===== src/rtl/jtbubl_objdraw_if.sv =====
// Request, ROM and line-buffer signals of the object line drawer.
interface jtbubl_objdraw_if #(
    parameter int CW = 10,
    parameter int PW = 4,
    parameter int HW = 9
);
    logic            abort;
    logic            draw;
    logic            busy;
    logic [CW-1:0]   code;
    logic [PW-1:0]   pal;
    logic            hflip;
    logic            vflip;
    logic [HW-1:0]   hpos;
    logic [2:0]      ysub;
    logic [CW+3:0]   rom_addr;
    logic            rom_cs;
    logic            rom_ok;
    logic [31:0]     rom_data;
    logic [HW-1:0]   buf_addr;
    logic            buf_we;
    logic [PW+3:0]   buf_din;

    modport master (
        output abort, draw, code, pal, hflip, vflip, hpos, ysub, rom_ok, rom_data,
        input  busy, rom_addr, rom_cs, buf_addr, buf_we, buf_din
    );

    modport slave (
        input  abort, draw, code, pal, hflip, vflip, hpos, ysub, rom_ok, rom_data,
        output busy, rom_addr, rom_cs, buf_addr, buf_we, buf_din
    );
endinterface


===== src/rtl/jtbubl_objdraw.sv =====
// Object line drawer: fetches NTILES 4bpp planar ROM words per request and
// writes one pixel per cycle into the object line buffer.
module jtbubl_objdraw #(
    parameter int         CW     = 10,
    parameter int         PW     = 4,
    parameter int         HW     = 9,
    parameter int         NTILES = 2,
    parameter bit         INVERT = 1'b1,
    parameter logic [3:0] TRANSP = 4'hF
) (
    input logic             clk,
    input logic             rst,
    jtbubl_objdraw_if.slave bus
);
    typedef enum logic [1:0] {IDLE, FETCH, DRAW} state_t;

    state_t        state, nxt;
    logic [1:0]    wcnt;
    logic [2:0]    px;
    logic [3:0]    k;
    logic [CW-1:0] code_r;
    logic [PW-1:0] pal_r;
    logic          hflip_r, vflip_r;
    logic [2:0]    ysub_r;
    logic [31:0]   data_r;
    logic [CW+3:0] rom_addr_r;
    logic [HW-1:0] buf_addr_r;
    logic          accept, fetch_done, last_tile;
    logic [2:0]    bi;
    logic [3:0]    bits, pen;

    // hflip walks the codes backwards so pixels still land left to right
    function automatic logic [CW+3:0] tile_addr(input logic [CW-1:0] c, input logic hf,
                                                input logic vf, input logic [2:0] ys,
                                                input logic [3:0] kk);
        logic [CW-1:0] t;
        t = hf ? c + CW'(NTILES - 1) - CW'(kk) : c + CW'(kk);
        return {t, ys ^ {3{vf}}, 1'b0};
    endfunction

    assign accept     = state == IDLE && bus.draw && !bus.abort;
    assign fetch_done = state == FETCH && wcnt == 2'd2 && bus.rom_ok;
    assign last_tile  = k == 4'(NTILES - 1);
    assign bus.rom_addr = rom_addr_r;
    assign bus.buf_addr = buf_addr_r;

    always_ff @(posedge clk or posedge rst)
        if (rst) state <= IDLE;
        else     state <= nxt;

    always_comb begin
        nxt         = state;
        bus.busy    = state != IDLE;
        bus.rom_cs  = state == FETCH;
        bus.buf_we  = 1'b0;
        bus.buf_din = '0;
        case (state)
            IDLE:  if (accept) nxt = FETCH;
            FETCH: if (fetch_done) nxt = DRAW;
            DRAW: begin
                bus.buf_we  = pen != TRANSP;
                bus.buf_din = {pal_r, pen};
                if (px == 3'd7) nxt = last_tile ? IDLE : FETCH;
            end
            default: nxt = IDLE;
        endcase
        if (bus.abort) nxt = IDLE;
    end

    // plane p byte is {rom_data[16+4p+:4], rom_data[4p+:4]}; plane 0 is the pen MSB
    always_comb begin
        bits = '0;
        bi   = hflip_r ? ~px : px;
        for (int p = 0; p < 4; p++)
            bits[3-p] = bi[2] ? data_r[16 + 4*p + int'(bi[1:0])] : data_r[4*p + int'(bi[1:0])];
        pen = INVERT ? ~bits : bits;
    end

    always_ff @(posedge clk or posedge rst) begin
        if (rst) begin
            wcnt       <= '0;
            px         <= '0;
            k          <= '0;
            code_r     <= '0;
            pal_r      <= '0;
            hflip_r    <= 1'b0;
            vflip_r    <= 1'b0;
            ysub_r     <= '0;
            data_r     <= '0;
            rom_addr_r <= '0;
            buf_addr_r <= '0;
        end else if (accept) begin
            code_r     <= bus.code;
            pal_r      <= bus.pal;
            hflip_r    <= bus.hflip;
            vflip_r    <= bus.vflip;
            ysub_r     <= bus.ysub;
            k          <= '0;
            wcnt       <= '0;
            buf_addr_r <= bus.hpos;
            rom_addr_r <= tile_addr(bus.code, bus.hflip, bus.vflip, bus.ysub, 4'd0);
        end else if (state == FETCH) begin
            // the first two FETCH cycles may still see an ok meant for a previous request
            if (wcnt != 2'd2) wcnt <= wcnt + 2'd1;
            if (fetch_done) begin
                data_r <= bus.rom_data;
                px     <= '0;
            end
        end else if (state == DRAW) begin
            px         <= px + 3'd1;
            buf_addr_r <= buf_addr_r + HW'(1);
            if (px == 3'd7 && !last_tile) begin
                k          <= k + 4'd1;
                wcnt       <= '0;
                rom_addr_r <= tile_addr(code_r, hflip_r, vflip_r, ysub_r, k + 4'd1);
            end
        end
    end
endmodule


===== src/flat_wrapper.sv =====
// flat-port wrapper written by rule: the top's interface ports become plain ports
module jtbubl_objdraw_flat 
#(
    parameter int         CW     = 10,
    parameter int         PW     = 4,
    parameter int         HW     = 9,
    parameter int         NTILES = 2,
    parameter bit         INVERT = 1'b1,
    parameter logic [3:0] TRANSP = 4'hF
)
  (clk, rst, bus_abort, bus_draw, bus_code, bus_pal, bus_hflip, bus_vflip, bus_hpos, bus_ysub, bus_rom_ok, bus_rom_data, bus_busy, bus_rom_addr, bus_rom_cs, bus_buf_addr, bus_buf_we, bus_buf_din);
  jtbubl_objdraw_if #(.CW(CW), .PW(PW), .HW(HW)) bus_i ();
  input logic clk;
  input logic rst;
  input wire logic [$bits(bus_i.abort)-1:0] bus_abort;
  input wire logic [$bits(bus_i.draw)-1:0] bus_draw;
  input wire logic [$bits(bus_i.code)-1:0] bus_code;
  input wire logic [$bits(bus_i.pal)-1:0] bus_pal;
  input wire logic [$bits(bus_i.hflip)-1:0] bus_hflip;
  input wire logic [$bits(bus_i.vflip)-1:0] bus_vflip;
  input wire logic [$bits(bus_i.hpos)-1:0] bus_hpos;
  input wire logic [$bits(bus_i.ysub)-1:0] bus_ysub;
  input wire logic [$bits(bus_i.rom_ok)-1:0] bus_rom_ok;
  input wire logic [$bits(bus_i.rom_data)-1:0] bus_rom_data;
  output wire logic [$bits(bus_i.busy)-1:0] bus_busy;
  output wire logic [$bits(bus_i.rom_addr)-1:0] bus_rom_addr;
  output wire logic [$bits(bus_i.rom_cs)-1:0] bus_rom_cs;
  output wire logic [$bits(bus_i.buf_addr)-1:0] bus_buf_addr;
  output wire logic [$bits(bus_i.buf_we)-1:0] bus_buf_we;
  output wire logic [$bits(bus_i.buf_din)-1:0] bus_buf_din;
  assign bus_i.abort = bus_abort;
  assign bus_i.draw = bus_draw;
  assign bus_i.code = bus_code;
  assign bus_i.pal = bus_pal;
  assign bus_i.hflip = bus_hflip;
  assign bus_i.vflip = bus_vflip;
  assign bus_i.hpos = bus_hpos;
  assign bus_i.ysub = bus_ysub;
  assign bus_i.rom_ok = bus_rom_ok;
  assign bus_i.rom_data = bus_rom_data;
  assign bus_busy = bus_i.busy;
  assign bus_rom_addr = bus_i.rom_addr;
  assign bus_rom_cs = bus_i.rom_cs;
  assign bus_buf_addr = bus_i.buf_addr;
  assign bus_buf_we = bus_i.buf_we;
  assign bus_buf_din = bus_i.buf_din;
  jtbubl_objdraw #(.CW(CW), .PW(PW), .HW(HW), .NTILES(NTILES), .INVERT(INVERT), .TRANSP(TRANSP)) u_core (.clk(clk), .rst(rst), .bus(bus_i));
endmodule

===== config.mk =====
export PLATFORM = sky130hd
export DESIGN_NAME = jtbubl_objdraw_flat
export DESIGN_NICKNAME = d
export VERILOG_FILES = /design/src/rtl/jtbubl_objdraw_if.sv /design/src/rtl/jtbubl_objdraw.sv /design/src/flat_wrapper.sv
export SDC_FILE = /design/constraint.sdc
export NUM_CORES = 1
export LEC_CHECK = 0
export BUFFER_PORTS_ARGS = -buffer_cell sky130_fd_sc_hd__buf_2
export CAP_MARGIN = 20
export CORE_MARGIN = 2
export CORE_UTILIZATION = 25
export DETAILED_ROUTE_END_ITERATION = 10
export HOLD_SLACK_MARGIN = 0.06
export PLACE_DENSITY = 0.42
export SLEW_MARGIN = 20
export SYNTH_ARGS = -nofsm -noshare
export SYNTH_HDL_FRONTEND = slang
export SYNTH_SLANG_ARGS = --single-unit
export TNS_END_PERCENT = 1

===== constraint.sdc =====
create_clock -name clk -period 2.84 [get_ports clk]
set_clock_uncertainty 0.1 [all_clocks]
set_input_delay 0.284 -clock clk [delete_from_list [all_inputs] [get_ports clk]]
set_output_delay 0.284 -clock clk [all_outputs]
set_load 0.01 [all_outputs]

== After elaboration in Yosys (flattened, before gate mapping) ==
Cells that the tools add are included.
Word-level totals
  register bits after elaboration: 85
  output and inout port bits: 34
Operators by class
  add/sub/neg operators: 15
  order comparisons: 8
  equality and inequality tests: 13
  muxes and demuxes: 57
  bitwise gates (word level): 5
  reductions and logical operators: 20
Operator list (count)
  $lt A32 B7 Y1 const B: 7
  $mux W14: 4
  $bmux W1 S5: 7
  $mux W9: 3
  $add A5 B2 Y6 const A: 4
  $mux W1: 21
  $add A10 B1 Y10 const B: 2
  $mux W10: 2
  $mux W2: 9
  $mux W4: 4
  $reduce_and A3 Y1: 5
  $mux W3: 4
  $add A10 B4 Y10: 1
  $add A4 B2 Y5 const A: 2
  $sub A10 B4 Y10: 1
  $add A9 B1 Y9 const B: 1
  $ne A3 B2 Y1 const B: 3
  $mux W8: 1
  $reduce_bool A2 Y1: 4
  $lt A2 B6 Y1 const B: 1
  $pmux W2 S3: 1
  $reduce_bool A3 Y1: 2
  $xor A3 B3 Y3: 2
  $logic_and A1 B1 Y1: 5
  19 further kinds: 22

== Depth between registers and ports, before layout ==
Gate-level depths: netlist of the first run.
  depth in word-level cells: 10
  mapped depth: 13
  depth with buffers taken out: 13

== Least setup slack after synthesis of the first run ==
No wires, ideal clock.
  kind: reg2reg
  start point: register u_core.k[0]
  end point: register u_core.rom_addr_r[13], in the netlist u_core.bus.rom_addr[13]
  setup time: 0.125 ns
  arrival: 2.682 ns
  required time: 2.615 ns
  slack: -0.067 ns
  cell stages (with the launch flop): 13
  path buffers: 0
  clock period less this slack: 2.907 ns
  cell sequence: dfrtp_1 ha_1 inv_1 ha_1 inv_1 ha_1 fa_1 a211oi_2 nor3_1 o211a_1 nor3_2 xor2_1 a21oi_1
Between the ends
  cells in the longest elaborated chain, start to end: 7
  elaborated cells between the ends (all ways): 13
  classes of those cells: add/sub (3); eq/ne (1); mux (5); reduce/logical (4)
RTL lines
  from (decl): line jtbubl_objdraw.sv:20  | logic [3:0] k;
  from (signal assigned): line jtbubl_objdraw.sv:113  | k <= k + 4'd1;
  $add A4 B1 Y4: line jtbubl_objdraw.sv:115  | rom_addr_r <= tile_addr(code_r, hflip_r, vflip_r, ysub_r, k + 4'd1);
  $add A10 B4 Y10 or $sub A10 B4 Y10 (tied branches): line jtbubl_objdraw.sv:37  | t = hf ? c + CW'(NTILES - 1) - CW'(kk) : c + CW'(kk);
  $mux W10: line jtbubl_objdraw.sv:37
  $mux W14: line jtbubl_objdraw.sv:112  | if (px == 3'd7 && !last_tile) begin
  $mux W14: line jtbubl_objdraw.sv:109  | end else if (state == DRAW) begin
  $mux W14: line jtbubl_objdraw.sv:102  | end else if (state == FETCH) begin
  $mux W14: line jtbubl_objdraw.sv:92  | end else if (accept) begin
  to (signal assigned): line jtbubl_objdraw.sv:101  | rom_addr_r <= tile_addr(bus.code, bus.hflip, bus.vflip, bus.ysub, 4'd0);
  to (signal assigned): line jtbubl_objdraw.sv:115
  to (decl): line jtbubl_objdraw.sv:26  | logic [CW+3:0] rom_addr_r;
Parallel ways exist; a longest one is shown, timed or not. The select of a mux whose other input is x is not followed.
A chain may end at the register's enable or synchronous reset.

== Final worst setup path of the first run ==
  start point: register u_core.k[1]
  end point: register u_core.rom_addr_r[13], in the netlist u_core.bus.rom_addr[13]
Same word-level chain as after synthesis.

==> key figures, run 1 <==
Critical path
  – Critical path class: reg -> reg
  – Crit end category: flop
  – Crit-path max FO: 3
  – Crit path arrival time: between 2000 and 3000 ps
  – CP startpoint: u_core.k[1]
  – Critical Path RT: a little under 3000 ps
  – Startpoint Class: flop
  – Reg2reg start: u_core.k[1]

Cells and area
  – Register Area: 2103 um^2
  – # nets final: around 770
  – Finished Core Util: 0.3275
  – Fill cells: about 2100
  – Layout cell share with drive strength beyond 1: 0.2969
  – Layout area overhead: 28.17%
  – Final Instance Area: between 6000 and 7000 um^2
  – Multi-input logic area: ~2900 um^2
  – ANT cells: 0

Floorplan
  – Die Ht: 147.8 um
  – Die Area: around 22000 um^2
  – Die X-Extent: approximately 150 um
  – Core ar.: slightly above 20000 um^2
  – Row count: 52
  – Io pins: around 100
  – Starting Density: 0.2555

Routing
  – Vias per Instance: roughly 4.6
  – Post-route ant nets: 0
  – Pre-antenna DRT Iters: 4
  – DRC viols: 0
  – Total routed wirelength: ~14000 um
  – DR iter-0 viols: roughly 140
  – Routed len/inst: about 15 um
  – Vias: approximately 4400

Timing
  – Slew @ Worst Pin: around 640 ps
  – Fin crit share: 1.005
  – Slew Limit Fails: 0
  – RSZ-0062 raised after global routing: true
  – Final setup fails: 1
  – Fmax: roughly 350 MHz
  – Worst slew margin: 0.5710
  – Hold Fails Final Rpt: 0
  – Crit path time final: between 2000 and 3000 ps
  – Setup ws final: -14.75 ps

Pwr
  – Pwr/cell area: 702.7 nW/um^2
  – Reg power frac: 0.387
  – Switch Pwr: ~0.0017 W
  – Maximum VDD drop: ~0.23 mV
  – LEAKAGE: ~3.1 nW
  – Clk pwr share: 0.246
  – Sw Share: 0.3673
  – Internal: between 0.002 and 0.003 W
  – Comb power frac: 0.366

Synthesis
  – Ys Warns: 0
  – Primary FF master, synth: dfrtp_1
  – Top cells by area, synth: dfrtp_1, mux2_2, ha_1, nand2_1, a21oi_1
  – Syn Inst Count: between 500 and 600
  – Post-synthesis sequential area ratio: 0.4066
  – Post-synth top cells: nand2_1, dfrtp_1, mux2_2
  – Yosys reg bits: 84
  – Synth cell types: 60
  – Avg Cell Area, Syn: approximately 9.5 um^2
  – Post-synth EDFFs: 0
  – Synth area leader: dfrtp_1
  – Ys async rst share: 1.000
  – Most common cell in the netlist: nand2_1
  – Synth top area share: 0.4066
  – Syn Nets: about 640
  – Post-Syn Area: between 5000 and 6000 um^2

GRT
  – Vias in the first global route: ~4500
  – Largest net degree at the start of global routing: 55
  – Overall Global Routing Usage: 0.1354
  – Global route total overflow: 0
  – Initial antenna violation count: 0
  – First-pass GRT wire length: about 24000 um

Place
  – Placed cell area: 6053 um^2
  – GP Congestion: 0.8003
  – Dpl hpwl: between 10000 and 15000 um
  – Port bufs: 97
  – Dpl ws: -53.88 ps

Status
  – Outcome: complete, but fails checks
  – Failing checks: setup timing

CTS
  – TritonCTS Buffers: 9
  – H-tree depth: 3
  – Clk_lat worst skew: ~350 ps
  – Clk buf depth: 2
  – Sinks on Clock Net: 84
  – Root buffer cell: clkbuf_16
  – Clock transition at path regs: 60 ps
  – TritonCTS clock tree: built

Run
  – MaxCap Viol Count: 0

Worst hold path
  – Tightest Hold Check Type: in -> reg
  – Worst hold path startpoint: bus_ysub[2]
-- metrics by stage --
| stage | setup TNS (ps) | power (W) | instances | hold WS [ps] |
|---|---|---|---|---|
| 2_1_floorplan | 0 | 0.002926 | 547 | 249.8 |
| 3_3_place_gp | -43.58 | 0.003448 | 909 | 267.2 |
| 3_5_place_dp | -97.39 | 0.003469 | 909 | 263.0 |
| 4_1_cts | 0 | 0.004703 | 943 | 60.66 |
| 5_1_grt | -800.5 | 0.005031 | 947 | 64.13 |
| 6_report | -14.75 | 0.004656 | 947 | 71.42 |
-- power groups by stage --
stage | Sequential, W | Clock (W) | Combinational (W)
2_1_floorplan | 0.00180 | 0 | 0.00113
6_report | 0.00180 | 0.00115 | 0.00171
3_5_place_dp | 0.00182 | 0 | 0.00165
4_1_cts | 0.00181 | 0.00120 | 0.00170
5_1_grt | 0.00186 | 0.00125 | 0.00192
3_3_place_gp | 0.00181 | 0 | 0.00163
-- final timing paths --
| path | endpoint | slack [ps] | cells after the start |
|---|---|---|---|
| max | u_core.bus.rom_addr[13] | -10 | 13 |
| max in group asynchronous | u_core.data_r[4] | 1530 | 4 |
| max reg2reg | u_core.bus.rom_addr[13] | -10 | 13 |
| min reg2reg | u_core.pal_r[0] | 370 | 2 |
| min in group asynchronous | u_core.pal_r[3] | 430 | 3 |
| min | u_core.ysub_r[2] | 70 | 3 |
-- metal layers --
layer / vias up / track usage / share of wire
met1: 2115 / 0.1826 / 0.47
met2: 80 / 0.2223 / 0.48
met4: 0 / 0.04231 / 0.013
met5: - / 0 / 0
li1: 2162 / - / -
met3: 14 / 0.02222 / 0.037
-- critical path: stages (launching register included) --
cell      delay [ps]
dfrtp_1          390
inv_2             60
ha_4             280
inv_4             40
ha_4             270
inv_4             30
ha_4             150
fa_2             380
a211oi_4         300
nor3_2            90
o211a_1          230
nor3_2           170
xor2_1           160
a21oi_1           80
-- layout by cell type, fill, tap and decap left out, types with 14 or more instances in the layout --
cell type,Yosys,routed
buf_4,3,19
dfrtp_1,84,83
xor2_1,15,14
inv_1,27,22
nand3_1,16,16
dlygate4sd3_1,0,18
a21oi_1,31,31
nor2_1,28,27
o21ai_0,22,22
buf_2,11,97
o21ai_1,17,17
mux2_2,34,34
xnor2_1,16,16
a22oi_1,14,14
ha_1,30,25
nand2_1,87,87
-- sequential cells by signal, summed over array words and instances, names as in the netlist --
name / flops
u_core.ysub_r: 3
u_core.wcnt: 2
u_core.px: 3
u_core.hflip_r: 1
u_core.state: 2
u_core.code_r: 10
u_core.pal_r: 4
u_core.k: 4
u_core.vflip_r: 1
u_core.bus.buf_addr: 9
u_core.data_r: 32
u_core.bus.rom_addr: 13
-- cell families (layout without fill, tap and decap cells) --
logic type / Yosys count / after routing / share of synthesized area
DFF: 84 / 84 / 0.4066
other: 1 / 1 / 0.0007253
and+or+nand+nor: 176 / 176 / 0.1573
adders and majority gates: 32 / 32 / 0.08035
xor gates and xnor gates: 31 / 31 / 0.05252
muxes: 43 / 43 / 0.09850
buffers and inverters: 51 / 181 / 0.04477
AOI/OAI and AO/OA: 129 / 129 / 0.1592
-- area by class of cell --
type	instances	share of cell area
repair buffers	137	0.1310
inverters	28	0.01681
clock inverters	7	0.008686
well taps	270	0.05098
multi-input cells	412	0.4411
flip-flops and latches	84	0.3174
clock buffers	9	0.03399
-- timing repair --
action	in CTS	in global routing
endpoints found under the hold margin	48	0
setup endpoints to repair	3	11
resized for setup	4	11
buffers inserted	0	4
hold buffers	18	0
pin swaps	2	12
Power figures use the tool's default switching activity.
==> run 2: changes to the inputs <==
--- a/config.mk
+++ b/config.mk
@@ -7,11 +7,13 @@
 export LEC_CHECK = 0
 export BUFFER_PORTS_ARGS = -buffer_cell sky130_fd_sc_hd__buf_2
 export CAP_MARGIN = 20
+export CELL_PAD_IN_SITES_DETAIL_PLACEMENT = 2
+export CELL_PAD_IN_SITES_GLOBAL_PLACEMENT = 2
 export CORE_MARGIN = 2
 export CORE_UTILIZATION = 25
 export DETAILED_ROUTE_END_ITERATION = 10
 export HOLD_SLACK_MARGIN = 0.06
-export PLACE_DENSITY = 0.42
+export PLACE_DENSITY = 0.62
 export SLEW_MARGIN = 20
 export SYNTH_ARGS = -nofsm -noshare
 export SYNTH_HDL_FRONTEND = slang
==> key figures, run 2 (synthesis results as in run 1) <==
Cells and area
  – Multi-input logic area: 2964 um^2 (+1.4%)
  – Most flops, register: u_core.data_r
  – ANT cells: 0 (unchanged)
  – Layout cell share with drive strength beyond 1: 0.3135 (+0.01662)
  – # nets final: 765 (-0.52%)
  – Max reg flops: 32 (unchanged)
  – Fill cells: 2256 (+6.6%)
  – Commonest non-fill, non-tap cell in the layout: buf_2
  – Layout area overhead: 28.07% (about the same)
  – Most frequent cells in the layout: buf_2, nand2_1, dfrtp_1
  – Register Area: 2105 um^2 (about the same)

Critical path
  – Reg2reg start: u_core.k[0]
  – Critical path class: reg -> reg
  – CP cell instances: ha_2 > xor2_2 > ha_4 > inv_2 > fa_2 > a211oi_4 > nor3_2 > o211a_1 > nor3_2 > xor2_1 > a21oi_1
  – Startpoint Class: flop
  – Crit-path max FO: 4 (+1)
  – Critical Path RT: 2970 ps (about the same)
  – Crit end category: flop
  – FF-to-FF End: u_core.bus.rom_addr[13]
  – Crit path arrival time: 2920 ps (-60 ps)
  – FF-to-FF setup slack: 50 ps (+60 ps)
  – FF-to-FF path depth: 11 (-2)
  – Critical path's slowest cell: dfrtp_2
  – CP max stage delay: 440 ps (+50 ps)
  – Most frequent CP cell: nor3_2

Routing
  – DRC viols: 0 (unchanged)
  – Routed len/inst: 18.13 um (+20%)
  – Vias per Instance: 4.755 (+3.0%)
  – Total routed wirelength: 17100 um (+19%)
  – DR iter-0 viols: 143 (+3.6%)
  – Pre-antenna DRT Iters: 4 (unchanged)
  – Post-route ant nets: 0 (unchanged)
  – Vias: 4484 (+2.6%)

Floorplan
  – Starting Density: 0.2555 (unchanged)
  – Die Area: 21850 um^2 (unchanged)
  – Row count: 52 (unchanged)
  – Die X-Extent: 147.8 um (unchanged)
  – Die Ht: 147.8 um (unchanged)
  – Io pins: 99 (unchanged)
  – Core ar.: 20230 um^2 (unchanged)

Timing
  – Slew @ Worst Pin: 661.5 ps (+17.92 ps)
  – Worst slew margin: 0.5580 (-0.01293)
  – Final setup fails: 0 (-1)
  – Crit path time final: 2794 ps (-61.20 ps)
  – Slew Limit Fails: 0 (unchanged)
  – Fmax: 358.0 MHz (+2.2%)
  – Setup_tns: 0 ps (+14.75 ps)
  – Min Hold Slack: 70.24 ps (-1.175 ps)
  – Hold Fails Final Rpt: 0 (unchanged)
  – RSZ-0062 raised after global routing: true
  – Fin crit share: 0.9836 (-0.02155)

Pwr
  – Comb power frac: 0.368 (+0.002)
  – Sw Share: 0.3604 (-0.006894)
  – Reg power frac: 0.368 (-0.019)
  – Switch Pwr: 0.001773 W (+3.7%)
  – Internal: 0.003146 W (+6.8%)
  – Pwr/cell area: 742.8 nW/um^2 (+5.7%)
  – LEAKAGE: 3.116 nW (about the same)
  – Maximum VDD drop: 0.2479 mV (+8.1%)
  – Clk pwr share: 0.264 (+0.018)

CTS
  – Root buffer cell: clkbuf_16
  – Clock transition at path regs: 60 ps (about the same)
  – TritonCTS clock tree: built
  – Clk_lat worst skew: 350 ps (about the same)
  – TritonCTS Buffers: 9 (unchanged)
  – Sinks on Clock Net: 84 (unchanged)
  – Clk buf depth: 2 (unchanged)
  – H-tree depth: 3 (unchanged)

Worst hold path
  – Worst hold path startpoint: bus_rom_data[7]
  – WHS Endpoint: u_core.data_r[7]
  – Tightest Hold Check Type: in -> reg
  – WHS Path Cells: 2 (-1)

Status
  – Outcome: complete, no violations

GRT
  – Global route total overflow: 0 (unchanged)
  – First-pass GRT wire length: 27690 um (+17%)
  – Initial antenna violation count: 0 (unchanged)
  – Overall Global Routing Usage: 0.1626 (+0.02726)
  – Largest net degree at the start of global routing: 57 (+3.6%)
  – Vias in the first global route: 5131 (+14%)

Place
  – Port bufs: 97 (unchanged)
  – GP Congestion: 0.7693 (-3.9%)
  – Dpl hpwl: 12830 um (+21%)

Run
  – MaxCap Viol Count: 0 (unchanged)
## run 2: routing by layer
metal | global-route usage | wire (um) | vias to the layer above
li1 | - | - | 2151
met1 | 0.1971 | 7482 | 2263
met2 | 0.3002 | 8972 | 59
met3 | 0.01975 | 413 | 11
met4 | 0.04904 | 228 | 0
met5 | 0 | 0 | -
## run 2: worst max path at each step
stage	start	end	slack (ps)	cells after the start
5_1_grt	u_core.k[1]	u_core.bus.rom_addr[11]	-130	13
3_3_place_gp	u_core.k[0]	u_core.bus.rom_addr[11]	-40	12
4_1_cts	u_core.k[1]	u_core.bus.rom_addr[11]	-20	13
2_1_floorplan	u_core.k[0]	u_core.bus.rom_addr[11]	40	12
6_report	u_core.k[0]	u_core.bus.rom_addr[13]	50	11
3_5_place_dp	u_core.k[1]	u_core.bus.rom_addr[11]	-150	13
## run 2: power groups by stage
stage	combinational [W]	sequential, W	clock (W)
finish	0.00181	0.00181	0.00130
global route	0.00204	0.00187	0.00138
CTS	0.00183	0.00182	0.00133
detailed placement	0.00175	0.00183	0
global placement	0.00168	0.00181	0
floorplan	0.00113	0.00180	0
## run 2: critical path, delay by kind of cell, from the launching register on
kind,cells,cell delay [ps]
adder cells (fa/ha/maj),3,920
AO/OA/AOI/OAI,3,590
flip-flops,1,440
XOR/XNOR,2,370
AND/OR/NAND/NOR,2,210
buffers and inverters,1,50
## run 2: area by class of cell
cell class / count / share of cell area
Clock buffer: 11 / 0.03666
Clock inverter: 5 / 0.01134
Inverter: 28 / 0.01644
Multi-Input combinational cell: 412 / 0.4477
Sequential cell: 84 / 0.3178
Tap cell: 270 / 0.05102
Timing Repair Buffer: 133 / 0.1190
## run 2: through the flow
stage / total power [W] / instances / utilization / worst slack, ps / instance area [um^2]
after detailed placement: 0.003589 / 917 / 0.3009 / -152.1 / 6088
after floorplan: 0.002926 / 547 / - / 43.31 / 5180
final: 0.004919 / 943 / 0.3272 / 46.45 / 6621
after CTS: 0.004983 / 943 / 0.3245 / -18.74 / 6566
after global placement: 0.003494 / 917 / 0.3009 / -38.19 / 6088
after global routing: 0.005294 / 943 / 0.3272 / -133.9 / 6621
## run 2: repair_timing
item	4_1_cts	5_1_grt
buffers inserted	2	0
hold buffers	8	0
pin swaps	9	3
endpoints found under the setup margin	4	8
resized for setup	11	10
hold endpoints to repair	35	0
==> run 3: changes to the inputs <==
--- a/config.mk
+++ b/config.mk
@@ -10,10 +10,11 @@
 export CELL_PAD_IN_SITES_DETAIL_PLACEMENT = 2
 export CELL_PAD_IN_SITES_GLOBAL_PLACEMENT = 2
 export CORE_MARGIN = 2
-export CORE_UTILIZATION = 25
+export CORE_UTILIZATION = 31
 export DETAILED_ROUTE_END_ITERATION = 10
 export HOLD_SLACK_MARGIN = 0.06
-export PLACE_DENSITY = 0.62
+export PLACE_DENSITY = 0.75
+export RECOVER_POWER = 100
 export SLEW_MARGIN = 20
 export SYNTH_ARGS = -nofsm -noshare
 export SYNTH_HDL_FRONTEND = slang
==> key figures, run 3 (synthesis results as in run 1) <==
Cells and area
  – ANT cells: 0 (unchanged)
  – Most flops, register: u_core.data_r
  – Commonest non-fill, non-tap cell in the layout: nand2_1
  – Layout area overhead: 24.83%
  – Most frequent cells in the layout: nand2_1, dfrtp_1, buf_2
  – Cell Count, Final, Fillers Out: 888 (-5.8%)
  – Max reg flops: 32 (unchanged)
  – Final Instance Area: 6454 um^2 (-2.5%)
  – Layout cell share with drive strength beyond 1: 0.2680 (-0.04556)
  – Fill cells: 1826 (-19%)
  – # nets final: 762 (-0.39%)

Routing
  – Vias per Instance: 5.122 (+7.7%)
  – Post-route ant nets: 0 (unchanged)
  – DR iter-0 viols: 175 (+22%)
  – Vias: 4548 (+1.4%)
  – DRC viols: 0 (unchanged)
  – Routed len/inst: 19.63 um (+8.3%)
  – Total routed wirelength: 17430 um (+1.9%)
  – Pre-antenna DRT Iters: 4 (unchanged)

Critical path
  – Critical path class: reg -> reg
  – Startpoint Class: flop
  – Crit end category: flop
  – Critical Path RT: 2970 ps (about the same)
  – Crit path arrival time: 3080 ps (+160 ps)
  – Crit-path max FO: 4 (unchanged)

CTS
  – Clk buf depth: 2 (unchanged)
  – Sinks on Clock Net: 84 (unchanged)
  – Clk_lat worst skew: 350 ps (about the same)
  – TritonCTS Buffers: 9 (unchanged)
  – Root buffer cell: clkbuf_16
  – H-tree depth: 3 (unchanged)
  – Clock transition at path regs: 60 ps (about the same)
  – TritonCTS clock tree: built

Place
  – GP Congestion: 0.8328 (+8.3%)
  – Port bufs: 97 (unchanged)
  – Dpl hpwl: 12420 um (-3.2%)
  – Placed cell area: 5978 um^2 (-1.8%)
  – Number of placed instances, taps included: 859 (-6.3%)

Floorplan
  – Die X-Extent: 133.1 um (-9.9%)
  – Die Ht: 133.1 um (-9.9%)
  – Row count: 47 (-9.6%)
  – Die Area: 17730 um^2 (-19%)
  – Io pins: 99 (unchanged)
  – Core ar.: 16470 um^2 (-19%)
  – Starting Density: 0.3140 (+0.05848)

Run
  – MaxCap Viol Count: 0 (unchanged)

Timing
  – Final setup fails: 2 (+2)
  – RSZ-0062 raised after global routing: true
  – Worst slew margin: 0.2088 (-0.3493)
  – Crit path time final: 2952 ps (+158.9 ps)
  – Hold Fails Final Rpt: 0 (unchanged)
  – Slew @ Worst Pin: 1180 ps (+518.9 ps)
  – Setup ws final: -112.5 ps (-158.9 ps)
  – Fmax: 338.7 MHz (-5.4%)
  – Fin crit share: 1.040 (+0.05596)
  – Slew Limit Fails: 0 (unchanged)

GRT
  – Overall Global Routing Usage: 0.1989 (+0.03627)
  – Global route total overflow: 0 (unchanged)
  – Largest net degree at the start of global routing: 42 (-26%)
  – Initial antenna violation count: 0 (unchanged)
  – First-pass GRT wire length: 27660 um (about the same)
  – Vias in the first global route: 5104 (-0.53%)

Status
  – Failing checks: setup timing
  – Outcome: complete, but fails checks

Pwr
  – Maximum VDD drop: 0.3350 mV (+35%)
  – Pwr Total: 0.004763 W (-3.2%)
  – Pwr/cell area: 738.1 nW/um^2 (-0.64%)
  – LEAKAGE: 2.978 nW (-4.4%)

Worst hold path
  – Tightest Hold Check Type: in -> reg
## run 3: cell types whose count changed in the layout (fill, tap and decap cells not counted), sizes merged
cell         before  now
buf             125   88
bufinv            2    0
clkbuf           11   44
clkinv            4    1
clkinvlp          0    1
dlygate4sd3       8   11
## run 3: report_power, final
part	switching (W)	total, W	internal [W]
Combinational	0.00101	0.00180	0.000782
Sequential	0.000311	0.00185	0.00153
Clock	0.000487	0.00112	0.000634
Total	0.00181	0.00476	0.00295
## run 3: area by class of cell
class	instances	area [um^2]	area share
Clock buffer	13	260.3	0.04033
Clock inverter	1	8.758	0.001357
Inverter	28	111.4	0.01725
Multi-Input combinational cell	412	2978	0.4614
Sequential cell	84	2111	0.3271
Tap cell	220	275.3	0.04265
Timing Repair Buffer	130	709.4	0.1099
## run 3: stage by stage
stage,hold slack [ps],TNS (ps),util,worst slack [ps]
after floorplan,249.8,0,-,43.31
after global placement,218.6,-14.08,0.3631,-8.850
after detailed placement,224.8,-305.7,0.3631,-165.0
after CTS,60.68,-144.3,0.3885,-83.98
after global routing,62.10,-677.6,0.3919,-243.8
final,66.33,-189.3,0.3919,-112.5
## run 3: timing repair
action / in CTS / in global routing
hold buffers: 11 / 0
resized for setup: 6 / 24
pin swaps: 3 / 11
endpoints found under the setup margin: 10 / 8
buffers inserted: 2 / 2
gates cloned: 0 / 0
endpoints found under the hold margin: 32 / 0
## run 3: worst paths after layout
check	to	slack, ps	cells past startpoint	from
min in group asynchronous	u_core.data_r[23]	630	3	rst
min	u_core.ysub_r[0]	70	3	bus_ysub[0]
max	u_core.bus.rom_addr[13]	-110	12	u_core.k[0]
max reg2reg	u_core.bus.rom_addr[13]	-110	12	u_core.k[0]
max in group asynchronous	u_core.code_r[7]	440	4	rst
min reg2reg	u_core.pal_r[0]	390	2	u_core.pal_r[0]
## run 3: worst max-delay path, stage by stage (launching register included)
cell	delay, ps
dfrtp_2	460
ha_4	300
inv_4	40
ha_4	270
inv_4	40
ha_4	160
fa_2	410
a211oi_4	310
nor3_2	90
o211a_1	240
nor3_2	160
xor2_1	170
a21oi_1	80
## run 3: routing by layer
layer  global-route usage  wire (um)  vias to the layer above  part of all wire
met2               0.3636       9467                       76              0.54
met3              0.02359        381                       19             0.022
met4              0.06501        276                        0             0.016
met5                    0          0                        -                 0
met1               0.2439       7304                     2307              0.42
li1                     -          -                     2146                 -
